## config.mk

```make
export PLATFORM = sky130hd
export DESIGN_NAME = alu_op_sequencer
export DESIGN_NICKNAME = d
export VERILOG_FILES = /design/src/rtl/alu_op_sequencer.sv
export SDC_FILE = /design/constraint.sdc
export NUM_CORES = 1
export LEC_CHECK = 0
export CORE_ASPECT_RATIO = 0.6
export CORE_MARGIN = 5
export CORE_UTILIZATION = 50
export CTS_BUF_LIST = sky130_fd_sc_hd__clkbuf_4 sky130_fd_sc_hd__clkbuf_8
export DETAILED_ROUTE_END_ITERATION = 10
export GPL_ROUTABILITY_DRIVEN = 0
export PLACE_DENSITY = 0.85
export SLEW_MARGIN = 40
export SYNTH_ARGS = -nofsm -noshare
export SYNTH_HDL_FRONTEND = slang
export SYNTH_SLANG_ARGS = --single-unit
export TNS_END_PERCENT = 1
```

## constraint.sdc

```tcl
create_clock -name clk -period 3.6 [get_ports clk]
set_clock_uncertainty 0.05 [all_clocks]
set_input_delay 0.72 -clock clk [delete_from_list [all_inputs] [get_ports clk]]
set_output_delay 0.72 -clock clk [all_outputs]
set_load 0.02 [all_outputs]
```

## src/rtl/alu_op_sequencer.sv

```systemverilog
`default_nettype none
// ============================================================================
// Module      : alu_op_sequencer
// Description : Serialises a word-wide logic command onto a 1-bit ALU,
//               LSB first, and reassembles the returned bits into a word.
// Revision    : 1.0 - initial release
// ============================================================================
module alu_op_sequencer #(
    parameter int WIDTH = 8
) (
    input  logic             clk,
    input  logic             rst,
    input  logic             cmd_valid,
    output logic             cmd_ready,
    input  logic [3:0]       cmd_op,
    input  logic [WIDTH-1:0] cmd_x,
    input  logic [WIDTH-1:0] cmd_y,
    output logic             op_a,
    output logic             op_b,
    output logic             bit_i0,
    output logic             bit_i1,
    output logic             bit_valid,
    input  logic             alu_out,
    output logic             res_valid,
    input  logic             res_ready,
    output logic [WIDTH-1:0] res_data,
    output logic             res_err
);

    localparam int                 c_CNT_W = $clog2(WIDTH);
    localparam logic [c_CNT_W-1:0] c_LAST  = c_CNT_W'(WIDTH - 1);

    typedef enum logic [1:0] {
        S_IDLE  = 2'd0,
        S_ISSUE = 2'd1,
        S_DONE  = 2'd2
    } state_t;

    state_t             r_state;
    state_t             w_next;
    logic [WIDTH-1:0]   r_x;
    logic [WIDTH-1:0]   r_y;
    logic [WIDTH-1:0]   r_res;
    logic [1:0]         r_op;
    logic               r_err;
    logic [c_CNT_W-1:0] r_cnt;
    logic               w_accept;
    logic               w_legal;
    logic               w_last;
    logic [1:0]         w_enc;

    assign w_accept = cmd_valid && (r_state == S_IDLE);
    // Exactly one bit set: non-zero and clearing the lowest set bit leaves zero.
    assign w_legal  = (cmd_op != 4'd0) && ((cmd_op & (cmd_op - 4'd1)) == 4'd0);
    assign w_last   = (r_cnt == c_LAST);

    always_comb begin
        w_enc = 2'b00;
        if (cmd_op[1]) w_enc = 2'b01;
        if (cmd_op[2]) w_enc = 2'b10;
        if (cmd_op[3]) w_enc = 2'b11;
    end

    always_ff @(posedge clk) begin
        if (rst) r_state <= S_IDLE;
        else     r_state <= w_next;
    end

    always_comb begin
        w_next = r_state;
        case (r_state)
            S_IDLE:  if (cmd_valid) w_next = w_legal ? S_ISSUE : S_DONE;
            S_ISSUE: if (w_last)    w_next = S_DONE;
            S_DONE:  if (res_ready) w_next = S_IDLE;
            default: w_next = S_IDLE;
        endcase
    end

    // Operands shift right so bit k always sits at [0]; results shift in from
    // the top so bit 0 lands in res_data[0] after WIDTH captures.
    always_ff @(posedge clk) begin
        if (rst) begin
            r_x   <= '0;
            r_y   <= '0;
            r_res <= '0;
            r_op  <= 2'b00;
            r_err <= 1'b0;
            r_cnt <= '0;
        end else if (w_accept) begin
            r_x   <= cmd_x;
            r_y   <= cmd_y;
            r_op  <= w_enc;
            r_err <= ~w_legal;
            r_res <= '0;
            r_cnt <= '0;
        end else if (r_state == S_ISSUE) begin
            r_x   <= r_x >> 1;
            r_y   <= r_y >> 1;
            r_res <= {alu_out, r_res[WIDTH-1:1]};
            if (!w_last) r_cnt <= r_cnt + 1'b1;
        end
    end

    assign cmd_ready = (r_state == S_IDLE);
    assign bit_valid = (r_state == S_ISSUE);
    assign op_a      = bit_valid & r_op[1];
    assign op_b      = bit_valid & r_op[0];
    assign bit_i0    = bit_valid & r_x[0];
    assign bit_i1    = bit_valid & r_y[0];
    assign res_valid = (r_state == S_DONE);
    assign res_data  = r_res;
    assign res_err   = r_err;

endmodule
`default_nettype wire

```

**Yosys cells after proc, flatten, opt, wreduce, memory -nomap -nowiden**

Cells that the tools add are included.

- Muxes and demuxes: 12
- Bitwise operators: 7
- Add/sub/neg operators: 2
- Equal/unequal tests: 6
- Reductions and logical operators: 9

Operator list:

| operator | number |
|---|---|
| $mux 8 | 4 |
| $mux 2 | 6 |
| $pmux 2 s3 | 1 |
| $and 1x1->1 | 4 |
| $and 4x4->4 | 1 |
| $logic_not 4->1 | 1 |
| $ne 2x1->1 const B | 2 |
| $reduce_bool 4->1 | 1 |
| $sub 4x1->4 const B | 1 |
| $add 3x1->3 const B | 1 |
| $eq 3x3->1 const B | 1 |
| $reduce_and 3->1 | 1 |
| $eq 2x1->1 const B | 1 |
| $eq 2x2->1 const B | 1 |
| $logic_and 1x1->1 | 2 |
| $logic_not 2->1 | 1 |
| $ne 2x2->1 const B | 1 |
| $not 1->1 | 2 |
| $reduce_and 2->1 | 1 |
| $reduce_bool 2->1 | 1 |
| $reduce_or 2->1 | 1 |
| $mux 1 | 1 |

- Register bits after elaboration: 32
- Input bits: 25
- Output and inout port bits: 16

**Longest topological paths before layout**

- Depth in word-level cells: 7
- Depth in mapped cells: 5

**Worst setup path after synthesis**

Ideal clock, no wire load.

- Kind: register to output
- Start point: register r_state[1]
- End point: output bit_i0
- Stages on the path, launching flop included: 5
- Required time: 2830 ps
- Arrival: 1131 ps
- Setup slack: 1699 ps
- Cells stage by stage: dfxtp_1 nand2b_2 inv_2 buf_4 and2_1

- Longest elaborated chain between the ends: 2

RTL lines:

| element | line | text |
|---|---|---|
| start: declaration | 39 | `state_t r_state;` |
| start signal: assignment | 66 | `else r_state <= w_next;` |
| $eq 2x1->1 | 105 | `assign bit_valid = (r_state == S_ISSUE);` |
| net bit_valid | 22 | `output logic bit_valid,` |
| $and 1x1->1 | 108 | `assign bit_i0 = bit_valid & r_x[0];` |
| end: declaration | 20 | `output logic bit_i0,` |

The timed path passes the listed nets, and every way through them passes these cells.

**Worst setup path in the final report**

- Start point: register r_state[1]
- End point: output bit_i1

- Longest elaborated chain between the ends: 2

RTL lines:

| element | line | text |
|---|---|---|
| $eq 2x1->1 | 105 |  |
| $and 1x1->1 | 109 | `assign bit_i1 = bit_valid & r_y[0];` |
| end: declaration | 21 | `output logic bit_i1,` |

Every way passes these cells.

==> reports/results.ini <==
[status]
status=completed

[cts]
clk_latency_ns=0.28
numCtsBuffers=5
hold_buffers=0
clockBufferDepth=2
ctsHtreeMaxLevel=2
tritoncts=built
cts_resized=0
ctsRootBufferMaster=clkbuf_8
clock-sinks=32
path_clk_slew_ns=0.06
post_cts.repair.setup_buffers=0

[logic_synthesis]
synth_area_um2=1350
postSynthCellCount=155
yosysSeqAreaShare_pct=47.6
ys_seq_elements=32
yosysWarnings=0
syn-num-nets=182
syn_avg_cell_area_um2=8.69
synth.distinct_cells=30

[die]
start_util_pct=53.0
dieWidth_um=77.0
io_pins=41
std_cell_rows=14
coreArea_um2=2540
die_h_um=50.2
dieArea_um2=3860

[detailed_routing]
drt-initial-drc-count=80
vias=1263
postRouteAntennaNets=0
drt_pass1_iterations=4
wl_per_cell_um=14.3
wirelength_mm=3.21
vias_per_cell=5.61
drc=0

[worst_setup_path]
end_kind=output pin
cp.required_ns=2.83
start_kind=flip-flop
crit_family=buffers and inverters
path_depth=4
r2r_slack_ns=1.98
critPathSlowestCell=clkdlybuf4s50_1
rr_startpoint=r_state[1]
crit_arrival_ns=2.21
crit_fanout=28
max_stage_delay_ns=0.60
cp-startpoint=r_state[1]
cp_num_buf_inv=2
worst-setup-path-type=flip-flop to output pin
cp_cell_sequence=nand2b_2 > inv_2 > and2_1 > clkdlybuf4s50_1
rr_worst_depth=4
r2r-end=r_y[3]

[sta]
period_share_pct=82.7
fin_crit_ns=2.98
hold_viol=0
setup_viol=0
tightestPinTransition_ns=0.484
drv_slew=0
maxSlewHeadroom_pct=67.3
fin_tns_setup_ns=0
rsz0062_at_grt=false
max_freq_ghz=0.336

[grt]
grt_max_degree=29
track_usage_pct=17.5
antenna_found_initial=0
grt_pass1_wl_mm=5.35
grt-ovfl-total=0
first_global_vias=1157

[cells_and_area]
fin_cells=225
final_cell_mix=clkdlybuf4s50_1 (39), nand2_1 (34), dfxtp_1 (32), a21oi_1 (27), a22oi_1 (15)
layout_commonest_cell=clkdlybuf4s50_1
filler_cell_count=174
fin_nets=222
area_growth_pct=34.4
drive_above_1_share_pct=6.74
antenna_cells=0

[run]
maxCapViolCount=0

[power_and_ir_drop]
power_density_nw_per_um2=416
peakVddDrop_uv=262
leakage_nw=0.649

[place]
place_inst=220
portBuffers=40
dpl.hpwl_mm=2.21

[worst_hold_path]
min_path_type=flip-flop to flip-flop
hold_depth=2
hold_end=r_x[4]
min_from=r_x[4]

logic make-up (layout without fill, tap and decap cells):
logic type	after synthesis	count (layout)	synth area share (%)
xor gates and xnor gates	2	2	1.30
AOI/OAI and AO/OA	52	52	24.0
DFF	32	32	47.6
and+or+nand+nor	55	55	20.3
buffers and inverters	12	50	5.02
adders and majority gates	2	2	1.86
per-stage QoR:
step	cell area, um2	utilization, %	setup slack, ns	power (mW)	hold WS [ns]
final	1810	71.2	0.624	0.754	0.404
after global routing	1810	71.2	0.489	0.792	0.419
after CTS	1810	71.4	0.623	0.757	0.405
after detailed placement	1750	68.7	0.945	0.521	0.397
after global placement	1750	68.7	0.996	0.516	0.393
after floorplan	1350	-	1.70	0.468	0.382
worst reg2reg max path: cells and delay by family (launching register included):
family	cells	cell delay [ns]
flops	1	0.44
compound gates	2	0.37
buf+inv	1	0.27
simple gates	1	0.35
power breakdown:
group          leakage [nW]  switching (mW)  total [mW]  internal (mW)
Combinational         0.352          0.0647       0.126         0.0615
Clock                0.0359           0.115       0.239          0.124
Sequential            0.261          0.0134       0.388          0.375
cells in the mapped netlist:
| cell type | instances | area share [%] |
|---|---|---|
| and2_1 | 4 | 1.9 |
| xnor2_1 | 1 | 0.65 |
| a211o_1 | 1 | 0.65 |
| nor2b_1 | 1 | 0.46 |
| clkbuf_1 | 2 | 0.56 |
| nand2b_2 | 1 | 0.65 |
| inv_1 | 2 | 0.56 |
| buf_4 | 3 | 1.7 |
| a22oi_1 | 15 | 8.4 |
| dfxtp_1 | 32 | 48 |
| xor2_1 | 1 | 0.65 |
| nor2_1 | 6 | 1.7 |
| buf_6 | 1 | 0.84 |
| a211oi_1 | 2 | 1.1 |
| ha_1 | 2 | 1.9 |
| a21oi_1 | 27 | 10 |
| o21bai_1 | 1 | 0.56 |
| nor4b_1 | 2 | 1.3 |
| o32ai_1 | 1 | 0.65 |
| o22ai_1 | 2 | 0.93 |
| a211oi_2 | 1 | 0.93 |
| buf_2 | 3 | 1.1 |
| or2_1 | 1 | 0.46 |
| nand2_1 | 34 | 9.5 |
| nor3b_4 | 1 | 1.4 |
| o21ai_0 | 2 | 0.74 |
| nor3b_2 | 1 | 0.93 |
| nand2b_1 | 2 | 0.93 |
| inv_2 | 1 | 0.28 |
| nand3b_1 | 2 | 1.1 |
layer usage:
metal	vias up	global-route usage (%)	routed length (um)
met2	43	27.2	1470
li1	622	-	-
met4	0	6.00	25
met1	594	22.0	1470
met5	-	0	0
met3	4	7.50	244
flip-flops by register name, indices dropped and copies added (netlist names):
register and cells:
r_x 8, r_y 8, r_state 2, r_op 2, res_err 1, r_cnt 3
res_data 8
worst max-delay path by stage:
stage / end / slack [ns]
6_report: bit_i1 / 0.62
3_3_place_gp: bit_i0 / 1.0
3_5_place_dp: bit_i1 / 0.94
2_1_floorplan: bit_i0 / 1.70
4_1_cts: bit_i1 / 0.62
5_1_grt: bit_i1 / 0.49
layout make-up:
type / instances / area, um2 / share of cell area, %
sequential: 32 / 641 / 35.4
multi-input combinational: 111 / 638 / 35.3
timing repair buffer: 42 / 410 / 22.7
clock buffer: 5 / 68.8 / 3.80
tap: 32 / 40.0 / 2.21
inverter: 3 / 11.3 / 0.622
(Power assumes the default switching activity.)
